[config.mk]
export PLATFORM = sky130hd
export DESIGN_NAME = ym3438_ch_accum
export DESIGN_NICKNAME = d
export VERILOG_FILES = /design/src/rtl/ym3438_pkg.sv /design/src/rtl/ym3438_ch_acc_sr.sv /design/src/rtl/ym3438_ch_accum.sv
export SDC_FILE = /design/constraint.sdc
export NUM_CORES = 1
export LEC_CHECK = 0
export CORE_MARGIN = 2
export CORE_UTILIZATION = 36
export CTS_CLUSTER_DIAMETER = 100
export DETAILED_ROUTE_END_ITERATION = 7
export GPL_ROUTABILITY_DRIVEN = 0
export GPL_TIMING_DRIVEN = 0
export HOLD_SLACK_MARGIN = 0.15
export PLACE_DENSITY_LB_ADDON = 0.3
export REMOVE_ABC_BUFFERS = 1
export SETUP_SLACK_MARGIN = 0.1
export SYNTH_ARGS = -nofsm -noshare
export SYNTH_HDL_FRONTEND = slang
export SYNTH_SLANG_ARGS = --single-unit
export TNS_END_PERCENT = 5
[constraint.sdc]
create_clock -name MCLK -period 9.4 [get_ports MCLK]
set_input_delay 1.88 -clock MCLK [delete_from_list [all_inputs] [get_ports MCLK]]
set_output_delay 1.88 -clock MCLK [all_outputs]
set_load 0.05 [all_outputs]
[src/rtl/ym3438_pkg.sv]
// rtl/ym3438_pkg.sv - shared constants, slot decoding and output saturation for the YM3438 mixer
package ym3438_pkg;
    localparam int SLOTS    = 24;
    localparam int CHANNELS = 6;
    localparam int OP_W     = 14;
    localparam int OUT_W    = 9;
    localparam int SAT_MAX  = 255;
    localparam int SAT_MIN  = -256;
    localparam int SLOT_W   = 5;
    localparam int CH_W     = 3;

    // Slot groups in frame order: op1, op3, op2, op4.
    typedef enum logic [1:0] {
        GRP_OP1 = 2'd0,
        GRP_OP3 = 2'd1,
        GRP_OP2 = 2'd2,
        GRP_OP4 = 2'd3
    } grp_e;

    function automatic logic [CH_W-1:0] slot_ch(input logic [SLOT_W-1:0] s);
        logic [SLOT_W-1:0] r;
        r = s % SLOT_W'(CHANNELS);
        return r[CH_W-1:0];
    endfunction

    function automatic grp_e slot_grp(input logic [SLOT_W-1:0] s);
        logic [SLOT_W-1:0] q;
        q = s / SLOT_W'(CHANNELS);
        return grp_e'(q[1:0]);
    endfunction

    function automatic logic signed [OUT_W-1:0] sat9(input logic signed [31:0] v);
        logic signed [31:0] r;
        if (v > SAT_MAX)
            r = SAT_MAX;
        else if (v < SAT_MIN)
            r = SAT_MIN;
        else
            r = v;
        return r[OUT_W-1:0];
    endfunction
endpackage

[src/rtl/ym3438_ch_acc_sr.sv]
// rtl/ym3438_ch_acc_sr.sv - per-channel accumulator register file, read and written on the slot enable
module ym3438_ch_acc_sr
    import ym3438_pkg::*;
#(
    parameter int ACC_W = 16
)
(
    input  logic                    i_clk,
    input  logic                    i_rst_n,
    input  logic                    i_en,
    input  logic [CH_W-1:0]         i_ch,
    input  logic signed [ACC_W-1:0] i_wr_data,
    output logic signed [ACC_W-1:0] o_rd_data
);
    logic signed [ACC_W-1:0] r_acc [CHANNELS];

    always_ff @(posedge i_clk or negedge i_rst_n) begin
        if (!i_rst_n) begin
            for (int i = 0; i < CHANNELS; i++)
                r_acc[i] <= '0;
        end else if (i_en) begin
            r_acc[i_ch] <= i_wr_data;
        end
    end

    assign o_rd_data = r_acc[i_ch];
endmodule

[src/rtl/ym3438_ch_accum.sv]
// rtl/ym3438_ch_accum.sv - channel accumulator and time-multiplexed MOL/MOR output mixer
module ym3438_ch_accum
    import ym3438_pkg::*;
#(
    parameter int ACC_W   = 16,
    parameter int OUT_SHR = 5
)
(
    input  logic                    MCLK,
    input  logic                    IC,
    input  logic                    c1,
    input  logic                    c2,
    input  logic                    sync,
    input  logic signed [OP_W-1:0]  op_output,
    input  logic                    alg_out,
    input  logic                    pan_l,
    input  logic                    pan_r,
    input  logic                    dac_en,
    input  logic [7:0]              dac_data,
    output logic signed [OUT_W-1:0] MOL,
    output logic signed [OUT_W-1:0] MOR,
    output logic [CH_W-1:0]         out_ch,
    output logic                    out_valid
);
    logic [SLOT_W-1:0]       r_cnt;
    logic [SLOT_W-1:0]       w_slot;
    logic [SLOT_W-1:0]       w_slot_next;
    logic [CH_W-1:0]         w_ch;
    grp_e                    w_grp;
    logic signed [ACC_W-1:0] w_acc_rd;
    logic signed [ACC_W-1:0] w_term;
    logic signed [ACC_W-1:0] w_sum;
    logic signed [ACC_W-1:0] w_acc_wr;
    logic signed [ACC_W-1:0] w_shr;
    logic signed [31:0]      w_shr_ext;
    logic signed [OUT_W-1:0] w_sat;
    logic signed [OUT_W-1:0] w_val;
    logic signed [OUT_W-1:0] r_pend_l;
    logic signed [OUT_W-1:0] r_pend_r;
    logic [CH_W-1:0]         r_pend_ch;
    logic                    r_pend_v;
    logic signed [OUT_W-1:0] r_mol;
    logic signed [OUT_W-1:0] r_mor;
    logic [CH_W-1:0]         r_out_ch;
    logic                    r_out_valid;

    // sync forces slot 0 on the same c1, so a mid-frame resync takes effect immediately.
    assign w_slot      = sync ? '0 : r_cnt;
    assign w_slot_next = (w_slot == SLOT_W'(SLOTS - 1)) ? '0 : w_slot + SLOT_W'(1);
    assign w_ch        = slot_ch(w_slot);
    assign w_grp       = slot_grp(w_slot);

    assign w_term    = alg_out ? {{(ACC_W-OP_W){op_output[OP_W-1]}}, op_output} : '0;
    assign w_sum     = w_acc_rd + w_term;
    assign w_acc_wr  = (w_grp == GRP_OP1) ? w_term : w_sum;
    assign w_shr     = w_sum >>> OUT_SHR;
    assign w_shr_ext = {{(32-ACC_W){w_shr[ACC_W-1]}}, w_shr};
    assign w_sat     = sat9(w_shr_ext);
    assign w_val     = (dac_en && w_ch == CH_W'(CHANNELS - 1))
                     ? {~dac_data[7], dac_data[6:0], 1'b0} : w_sat;

    ym3438_ch_acc_sr #(.ACC_W(ACC_W)) u_acc (
        .i_clk     (MCLK),
        .i_rst_n   (IC),
        .i_en      (c1),
        .i_ch      (w_ch),
        .i_wr_data (w_acc_wr),
        .o_rd_data (w_acc_rd)
    );

    // The c2 transfer reads pend before the c1 latch below can replace it on the same edge.
    always_ff @(posedge MCLK or negedge IC) begin
        if (!IC) begin
            r_cnt       <= '0;
            r_pend_l    <= '0;
            r_pend_r    <= '0;
            r_pend_ch   <= '0;
            r_pend_v    <= 1'b0;
            r_mol       <= '0;
            r_mor       <= '0;
            r_out_ch    <= '0;
            r_out_valid <= 1'b0;
        end else begin
            r_out_valid <= 1'b0;
            if (c2 && r_pend_v) begin
                r_mol       <= r_pend_l;
                r_mor       <= r_pend_r;
                r_out_ch    <= r_pend_ch;
                r_out_valid <= 1'b1;
                r_pend_v    <= 1'b0;
            end
            if (c1) begin
                r_cnt <= w_slot_next;
                if (w_grp == GRP_OP4) begin
                    r_pend_l  <= pan_l ? w_val : '0;
                    r_pend_r  <= pan_r ? w_val : '0;
                    r_pend_ch <= w_ch;
                    r_pend_v  <= 1'b1;
                end
            end
        end
    end

    assign MOL       = r_mol;
    assign MOR       = r_mor;
    assign out_ch    = r_out_ch;
    assign out_valid = r_out_valid;
endmodule
Yosys cells after proc, flatten, opt, wreduce, memory -nomap -nowiden
Cells that the tools add are included.
{"block": "classes", "bitwise": 2, "n_div": 2, "magnitude_cmp": 4, "n_reduce_logical": 5, "multipliers": 0, "n_addsub": 2, "shift": 0, "eq_ne": 3, "mux": 19}
{"op": "$bwmux 96", "n": 1}
{"op": "$mux 16", "n": 5}
{"op": "$bmux 16 s3", "n": 1}
{"op": "$demux 16 s3", "n": 1}
{"op": "$mux 9", "n": 5}
{"op": "$add 16x16->16", "n": 1}
{"op": "$gt 11x9->1 const B", "n": 1}
{"op": "$lt 11x9->1 const B", "n": 1}
{"op": "$mux 5", "n": 2}
{"op": "$add 5x1->5 const B", "n": 1}
{"op": "$div 5x3->5 const B", "n": 1}
{"op": "$eq 5x5->1 const B", "n": 1}
{"op": "$mod 5x3->5 const B", "n": 1}
{"op": "$ge 4x4->1 const B", "n": 1}
{"op": "$lt 4x1->1 const B", "n": 1}
{"op": "$mux 1", "n": 4}
{"op": "$not 3->4", "n": 1}
{"op": "$eq 3x3->1 const B", "n": 1}
{"op": "$logic_and 1x1->1", "n": 3}
{"op": "$eq 2x2->1 const B", "n": 1}
{"op": "$logic_not 2->1", "n": 1}
{"op": "$reduce_and 2->1", "n": 1}
{"op": "$not 1->1", "n": 1}
{"block": "word_totals", "input_bits": 31, "ramBits": 0, "mem_count": 0, "output_inout_bits": 22, "wordCells": 52, "rom_bits": 0, "regBits": 145, "latch_bits": 0}

Depth between registers and ports, before layout
Gate-level depths: netlist of the first run.
{"block": "depth", "ltp_word": 12, "depth_mapped": 36, "mapped_depth_nobuf": 32}

Cells and area by module
A second synthesis of the first run with hierarchy kept.
{"block": "hier_totals", "hier_cells": 672, "area_unflattened_um2": 8042.7}
{"mod": "ym3438_ch_acc_sr", "seq_area_each_um2": 2402.3, "instances": 1, "cells_per_inst": 301, "area_each_um2": 4445.5}
{"mod": "ym3438_ch_accum", "seq_area_each_um2": 1226.2, "instances": 1, "cells_per_inst": 371, "area_each_um2": 3597.2}

Worst setup path before layout of the first run
Ideal clock, no wire load.
{"block": "synth_timing", "path_kind": "input port to flip-flop", "start": "input sync", "end": "register r_pend_l[1]", "path_stages": 36, "arrival_ns": 8.321, "required_time_ns": 9.278, "path_slack_ns": 0.957, "path_buffers": 4, "setup_ns": 0.122, "cell_sequence": "buf_4 inv_2 nand2_1 clkbuf_1 clkbuf_1 ha_1 nand4bb_1 o21ai_2 ha_1 inv_1 xnor2_1 a31o_4 inv_1 ha_1 inv_1 o311a_1 o211ai_1 a21boi_1 nor2_1 clkbuf_1 nand3_1 nand2_1 a31oi_1 ha_1 inv_1 fa_1 nor2b_4 o31a_1 o41a_1 a221o_1 nor3_2 xnor2_1 or3b_1 a31oi_4 o21ai_2 a32o_1"}
{"block": "synth_via", "elab_chain_len": 12, "word_cells_on_any_way": 18, "cone_classes": "add/sub: 1; div: 2; order compare: 2; eq/ne: 2; mux: 8; bitwise: 1; reduce/logical: 2"}
{"element": "from (decl)", "line_no": "ym3438_ch_accum.sv:13", "rtl": "input logic sync,"}
{"element": "$mux 5 *", "line_no": "ym3438_ch_accum.sv:48", "rtl": "assign w_slot = sync ? '0 : r_cnt;"}
{"element": "$mod 5x3->5", "line_no": "ym3438_pkg.sv:22", "rtl": "r = s % SLOT_W'(CHANNELS);"}
{"element": "$not 3->4 (not written as such)", "line_no": "ym3438_ch_acc_sr.sv:26", "rtl": "assign o_rd_data = r_acc[i_ch];"}
{"element": "$bmux 16 s3", "line_no": "ym3438_ch_acc_sr.sv:26"}
{"element": "$mux 16 (not written as such) (2 in a row)", "line_no": "ym3438_ch_acc_sr.sv:26"}
{"element": "$add 16x16->16", "line_no": "ym3438_ch_accum.sv:54", "rtl": "assign w_sum = w_acc_rd + w_term;"}
{"element": "$lt 11x9->1", "line_no": "ym3438_pkg.sv:36", "rtl": "else if (v < SAT_MIN)"}
{"element": "$mux 9", "line_no": "ym3438_pkg.sv:36"}
{"element": "$mux 9", "line_no": "ym3438_pkg.sv:34", "rtl": "if (v > SAT_MAX)"}
{"element": "$mux 9", "line_no": "ym3438_ch_accum.sv:60", "rtl": "? {~dac_data[7], dac_data[6:0], 1'b0} : w_sat;"}
{"element": "$mux 9", "line_no": "ym3438_ch_accum.sv:95", "rtl": "r_pend_l <= pan_l ? w_val : '0;"}
{"element": "to (signal assigned)", "line_no": "ym3438_ch_accum.sv:95"}
{"element": "to (decl)", "line_no": "ym3438_ch_accum.sv:38", "rtl": "logic signed [OUT_W-1:0] r_pend_l;"}
Mark *: on every way between the ends. The rest lies on a longest branch, timed or not. The select of a mux whose other input is x is not followed.
A chain may end at the register's enable or synchronous reset.

Final worst setup path of the first run
{"block": "layout_timing", "start": "input sync", "end": "register r_pend_l[4]"}
Same word-level chain as after synthesis.

==> run_results.csv, run 1 <==
group,metric,value,unit
synthesis,synth_cell_types,66,
timing,worstMarginPinSlew,1390,ps
global_routing,overflow,0,
synthesis,ys_seq_area_frac,0.475,
clock_tree,clock_sinks,145,
die,die_w,150,microns
synthesis,ys.flop_type,"dfrtp_1",
synthesis,synth_edf_count,0,
synthesis,synth_top_family_by_area,"compound AO/OA/AOI/OAI gates",
cells_and_area,mostFrequentLayoutCells,"dfrtp_1, nand2_1, a21oi_1",
global_routing,grt_usage,0.172,
detailed_routing,drt_iter0_drc,402,
timing,fmax,116,MHz
cells_and_area,layout_commonest_cell,"dfrtp_1",
clock_tree,clockRootBuffer,"clkbuf_16",
die,die_h,150,microns
clock_tree,ctsHtreeMaxLevel,4,
timing,rsz0062_at_grt,"false",
detailed_routing,dr.pass1.iters,5,
pwr,power.density,399,mW/mm^2
setup_path,start_kind,"input port",
cells_and_area,utilization,0.433,
pwr,vdd_ir_drop_max,0.173,mV
timing,setup_violations,0,
die,coreArea,0.0209,sq mm
clock_tree,clock_latency,420,ps
global_routing,antenna_found_initial,0,
detailed_routing,wl_per_cell,16.3,microns
timing,slew_violations,0,
timing,skew,10.0,ps
clock_tree,cts_made_buffers,17,
die,num_io_pins,53,
min_path,hold_path_class,"flop to flop",
timing,period_needed,8610,ps
die,initial_utilization,0.365,
clock_tree,cts_tree,"built",
synthesis,synth-simple-area-share,0.166,
clock_tree,postCtsHoldBufs,0,
global_routing,grt_pass1_vias,5557,
detailed_routing,wl,18500,microns
cells_and_area,n_antenna_cell,0,
place,hpwlAfterDp,11500,microns
detailed_routing,drc,0,
setup_path,ff2ff_setup_slack,2170,ps
synthesis,syn_inst,819,
timing,final-hold-violation-count,0,
die,die_area,0.0224,sq mm
synthesis,ys_async_sr_fraction,1.00,
clock_tree,clkTransAtPathRegs,60,ps
setup_path,path_common_cell,"ha_1",
setup_path,critical_path_arrival,8920,ps
detailed_routing,ant_nets,0,
synthesis,synthXorXnorAreaFrac,0.0213,
timing,relSlewSlack,0.0706,
place,portBuffers,52,
global_routing,grt_pass1_wl,29800,microns
setup_path,crit_path_end_kind,"flop",
synthesis,yosysWarningCount,0,
clock_tree,cts_buffer_depth,2,
cells_and_area,final_nets,902,
synthesis,synth_mux_area_frac,0.0688,
pwr,leakage,0.00397,uW
die,num_rows,53,
synthesis,synth.area.top_cells,"dfrtp_1, a21oi_1, nand2_1, nor2_1, mux2_2",
global_routing,grt_start_max_net_pins,84,
detailed_routing,viasPerCell,5.27,
synthesis,yosysTopAreaCell,"dfrtp_1",
cells_and_area,drive_above_1_share,0.115,
synthesis,ys_ff_latch,145,
timing,finalCritPeriodShare,0.916,
setup_path,critPathMaxFanout,16,
job,drv_cap,0,
cells_and_area,final_cell_area,0.00905,sq mm
cells_and_area,syn_to_final_growth,18.6,%
synthesis,syn_area,0.00763,sq mm
synthesis,avgSynthCellArea,9.32,sq um
synthesis,netlist.area_leader.share,0.475,
place,placed_area,0.00836,sq mm
timing,setup_tns,0,ps
setup_path,worst_path_max_delay_cell,"xnor3_2",
synthesis,synth_fa_ha_area_frac,0.0403,
setup_path,cp_slowest_stage_delay,480,ps
outcome,status,"finished, final reports clean",
setup_path,required,9710,ps
setup_path,criticalPathCategory,"input port to flop",
synthesis,synth_compound_area_frac,0.191,
detailed_routing,vias,5981,
==> worst paths after layout <==
check / start / endpoint / cells after the start
max: sync / r_pend_l[4]$_DFFE_PN0P_ / 33
min: r_pend_ch[1]$_DFFE_PN0P_ / r_pend_ch[1]$_DFFE_PN0P_ / 2
max reg2reg: r_cnt[3]$_DFFE_PN0P_ / r_pend_l[4]$_DFFE_PN0P_ / 31
min reg2reg: r_pend_ch[1]$_DFFE_PN0P_ / r_pend_ch[1]$_DFFE_PN0P_ / 2
max in group asynchronous: IC / u_acc.r_acc[55]$_DFFE_PN0P_ / 2
min in group asynchronous: IC / r_cnt[4]$_DFFE_PN0P_ / 1
==> critical path, delay by kind of cell <==
kind,cells,cell delay (ps)
buf+inv,8,1230
xor+xnor,2,680
fa+ha+maj,4,1050
simple gates,5,950
compound gates,14,3110
==> per-stage QoR <==
step           setup WS [ps]  cells  power, uW  hold slack [ps]
6_report                 790   1135       3610              477
5_1_grt                  261   1135       3880              500
4_1_cts                  160   1132       3580              484
3_5_place_dp           -1070   1100       2880              471
3_3_place_gp           -2830   1096       2820              459
2_1_floorplan            907    769       2380              446
==> area by class of cell <==
class | count | area (sq um)
clock inverters | 12 | 133
repair buffers | 59 | 628
flip-flops and latches | 145 | 3630
well taps | 275 | 344
inverters | 19 | 71.3
fillers | 2018 | 11800
multi-input cells | 605 | 3780
clock buffers | 20 | 467
==> kinds of logic (layout without fill, tap and decap cells) <==
group / Yosys count / count (layout)
buffers and inverters: 69 / 110
muxes: 49 / 49
and+or+nand+nor: 288 / 288
AOI/OAI and AO/OA: 228 / 228
DFF: 145 / 145
adders and majority gates: 24 / 24
xor gates and xnor gates: 16 / 16
==> repair_timing <==
action                     4_1_cts  5_1_grt
setup endpoints to repair       39       34
setup buffers                    0        3
resized for setup                4        3
pin swaps                        0        2
==> power breakdown <==
group	switching, uW	internal, uW	leakage, uW
sequential	157	922	0.00178
clock	268	412	0.000288
combinational	1120	731	0.00190
total	1550	2070	0.00397
==> cells in the mapped netlist (2+ instances only) <==
cell type	n
a211oi_1	2
a21o_1	4
a21oi_1	104
a22o_1	4
a31oi_1	15
a32o_1	14
and2_1	13
and2b_1	2
and3_1	7
buf_1	13
buf_2	8
buf_4	2
clkbuf_1	26
dfrtp_1	145
ha_1	23
inv_1	17
inv_2	2
mux2_2	28
mux2i_1	21
nand2_1	114
nand2b_1	8
nand3_1	20
nor2_1	100
nor2b_1	6
nor3_1	8
o211ai_1	3
o21a_1	4
o21ai_0	45
o21ai_1	3
o21ai_2	8
o22ai_1	2
o311a_1	2
xnor2_1	10
xor2_1	4
==> registers in the layout, indices dropped and copies added, names as in the netlist <==
name,count
MOL,9
MOR,9
out_ch,3
out_valid,1
r_cnt,5
r_pend_ch,3
r_pend_l,9
r_pend_r,9
r_pend_v,1
u_acc.r_acc,96
==> per-layer routing <==
layer / vias to the layer above / share of wire / GRT usage
met1: 2898 / 0.50 / 0.250
met2: 144 / 0.44 / 0.260
met3: 24 / 0.048 / 0.0354
met4: 0 / 0.016 / 0.0500
li1: 2915 / - / -
met5: - / 0 / 0
Power figures use the tool's default switching activity.
==> run 2, diff against run 1 <==
PLACE_DENSITY = 0.57   (was not set)
PLACE_DENSITY_LB_ADDON = not set   (was 0.3)
clock period = 9.2 ns   (was 9.4 ns; I/O delays follow)
==> run_results.csv, run 2 (synthesis gave the netlist of run 1 again) <==
group,metric,value,unit
outcome,status,"finished, final reports clean",
timing,worstMarginPinSlew,1340,ps
clock_tree,cts_tree,"built",
cells_and_area,final_cell_area,0.00903,sq mm
detailed_routing,drt_iter0_drc,372,
pwr,power_frac_seq,0.301,
cells_and_area,largest_reg_flops,96,
cells_and_area,final_nets,902,
cells_and_area,top_register,"u_acc.r_acc",
detailed_routing,drc,0,
global_routing,grt_usage,0.176,
pwr,power.switching,1580,uW
detailed_routing,dr.pass1.iters,5,
setup_path,critPathMaxFanout,40,
die,die_w,150,microns
place,placed_area,0.00836,sq mm
clock_tree,clock_latency,420,ps
timing,setup_violations,0,
cells_and_area,layout_commonest_cell,"dfrtp_1",
global_routing,grt_start_max_net_pins,80,
setup_path,reg2regPathDepth,33,
timing,rsz0062_at_grt,"false",
global_routing,grt_pass1_wl,30700,microns
pwr,internal_power,2070,uW
timing,skew,6.45,ps
setup_path,required,9500,ps
pwr,leakage,0.00395,uW
setup_path,start_kind,"input port",
place,portBuffers,52,
pwr,fin_total_pwr,3650,uW
global_routing,antenna_found_initial,0,
setup_path,cp_slowest_stage_delay,410,ps
clock_tree,ctsHtreeMaxLevel,4,
detailed_routing,ant_nets,0,
setup_path,worst_path_max_delay_cell,"or3b_1",
timing,relSlewSlack,0.106,
pwr,swShare,0.433,
die,num_rows,53,
timing,finalCritPeriodShare,0.928,
clock_tree,clockRootBuffer,"clkbuf_16",
timing,setup_tns,0,ps
cells_and_area,fillers,2084,
timing,final-hold-violation-count,0,
clock_tree,clkTransAtPathRegs,60,ps
die,coreArea,0.0209,sq mm
cells_and_area,syn_to_final_growth,18.4,%
job,drv_cap,0,
detailed_routing,wl_per_cell,16.5,microns
timing,period_needed,8540,ps
pwr,pwr-share-clk,0.189,
detailed_routing,vias,5909,
timing,fmax,117,MHz
clock_tree,postCtsHoldBufs,0,
setup_path,crit_path_end_kind,"flop",
pwr,vdd_ir_drop_max,0.186,mV
die,die_area,0.0224,sq mm
timing,slew_violations,0,
global_routing,overflow,0,
setup_path,critical_path_arrival,8840,ps
clock_tree,clock_sinks,145,
cells_and_area,drive_above_1_share,0.117,
pwr,combPwrFrac,0.509,
die,num_io_pins,53,
place,hpwlAfterDp,11800,microns
clock_tree,cts_buffer_depth,2,
setup_path,criticalPathCategory,"input port to flop",
min_path,whs_path_depth,2,
pwr,power.density,404,mW/mm^2
global_routing,grt_pass1_vias,5770,
min_path,hold_path_class,"flop to flop",
die,initial_utilization,0.365,
clock_tree,cts_made_buffers,17,
die,die_h,150,microns
detailed_routing,viasPerCell,5.20,
cells_and_area,mostFrequentLayoutCells,"dfrtp_1, nand2_1, a21oi_1",
detailed_routing,wl,18700,microns
-- run 2: repair_timing --
item / in CTS / in global routing
gates resized for setup: 7 / 2
setup endpoints to repair: 78 / 34
buffers inserted: 3 / 0
pin swaps: 1 / 0
-- run 2: per-layer routing --
layer,GRT usage,vias up,part of all wire
met5,0,-,0
met4,0.0381,0,0.0082
met2,0.276,96,0.46
li1,-,2924,-
met1,0.251,2877,0.49
met3,0.0378,12,0.039
-- run 2: final timing paths --
kind | startpoint | to | slack [ps]
worst max-delay path | sync | r_pend_l[2]$_DFFE_PN0P_ | 660
worst min-delay path | r_pend_ch[0]$_DFFE_PN0P_ | r_pend_ch[0]$_DFFE_PN0P_ | 480
worst max register to register | r_cnt[3]$_DFFE_PN0P_ | r_pend_l[2]$_DFFE_PN0P_ | 1780
worst min register to register | r_pend_ch[0]$_DFFE_PN0P_ | r_pend_ch[0]$_DFFE_PN0P_ | 480
max in group asynchronous | IC | u_acc.r_acc[11]$_DFFE_PN0P_ | 6970
min in group asynchronous | IC | r_cnt[4]$_DFFE_PN0P_ | 1400
-- run 2: critical path, delay by kind of cell --
family,cells,cell delay (ps)
xor+xnor,2,340
buf+inv,8,1020
fa+ha+maj,5,1230
simple gates,8,1460
compound gates,12,2930
-- run 2: metrics by stage --
stage                util  hold WS [ps]  worst slack (ps)  std cells
floorplan               -           446               747        769
global placement    0.397           462             -3070       1096
detailed placement  0.400           470             -1410       1100
CTS                 0.432           484               111       1135
global route        0.432           496               200       1135
finish              0.433           479               662       1136
-- run 2: power groups by stage --
stage | Clock, uW | Sequential, uW | Combinational [uW]
after global routing | 736 | 1140 | 2060
final | 691 | 1100 | 1860
after CTS | 708 | 1100 | 1870
after detailed placement | 0 | 1110 | 1830
after floorplan | 0 | 1220 | 1210
after global placement | 0 | 1100 | 1790
-- run 2: area by class of cell --
| type | count | area (sq um) | share of cell area |
|---|---|---|---|
| multi-input cells | 605 | 3780 | 0.419 |
| well taps | 275 | 344 | 0.0381 |
| diodes | 1 | 2.50 | 0.000277 |
| flip-flops and latches | 145 | 3630 | 0.402 |
| clock inverters | 14 | 156 | 0.0173 |
| repair buffers | 59 | 608 | 0.0673 |
| inverters | 19 | 71.3 | 0.00789 |
| clock buffers | 18 | 439 | 0.0486 |
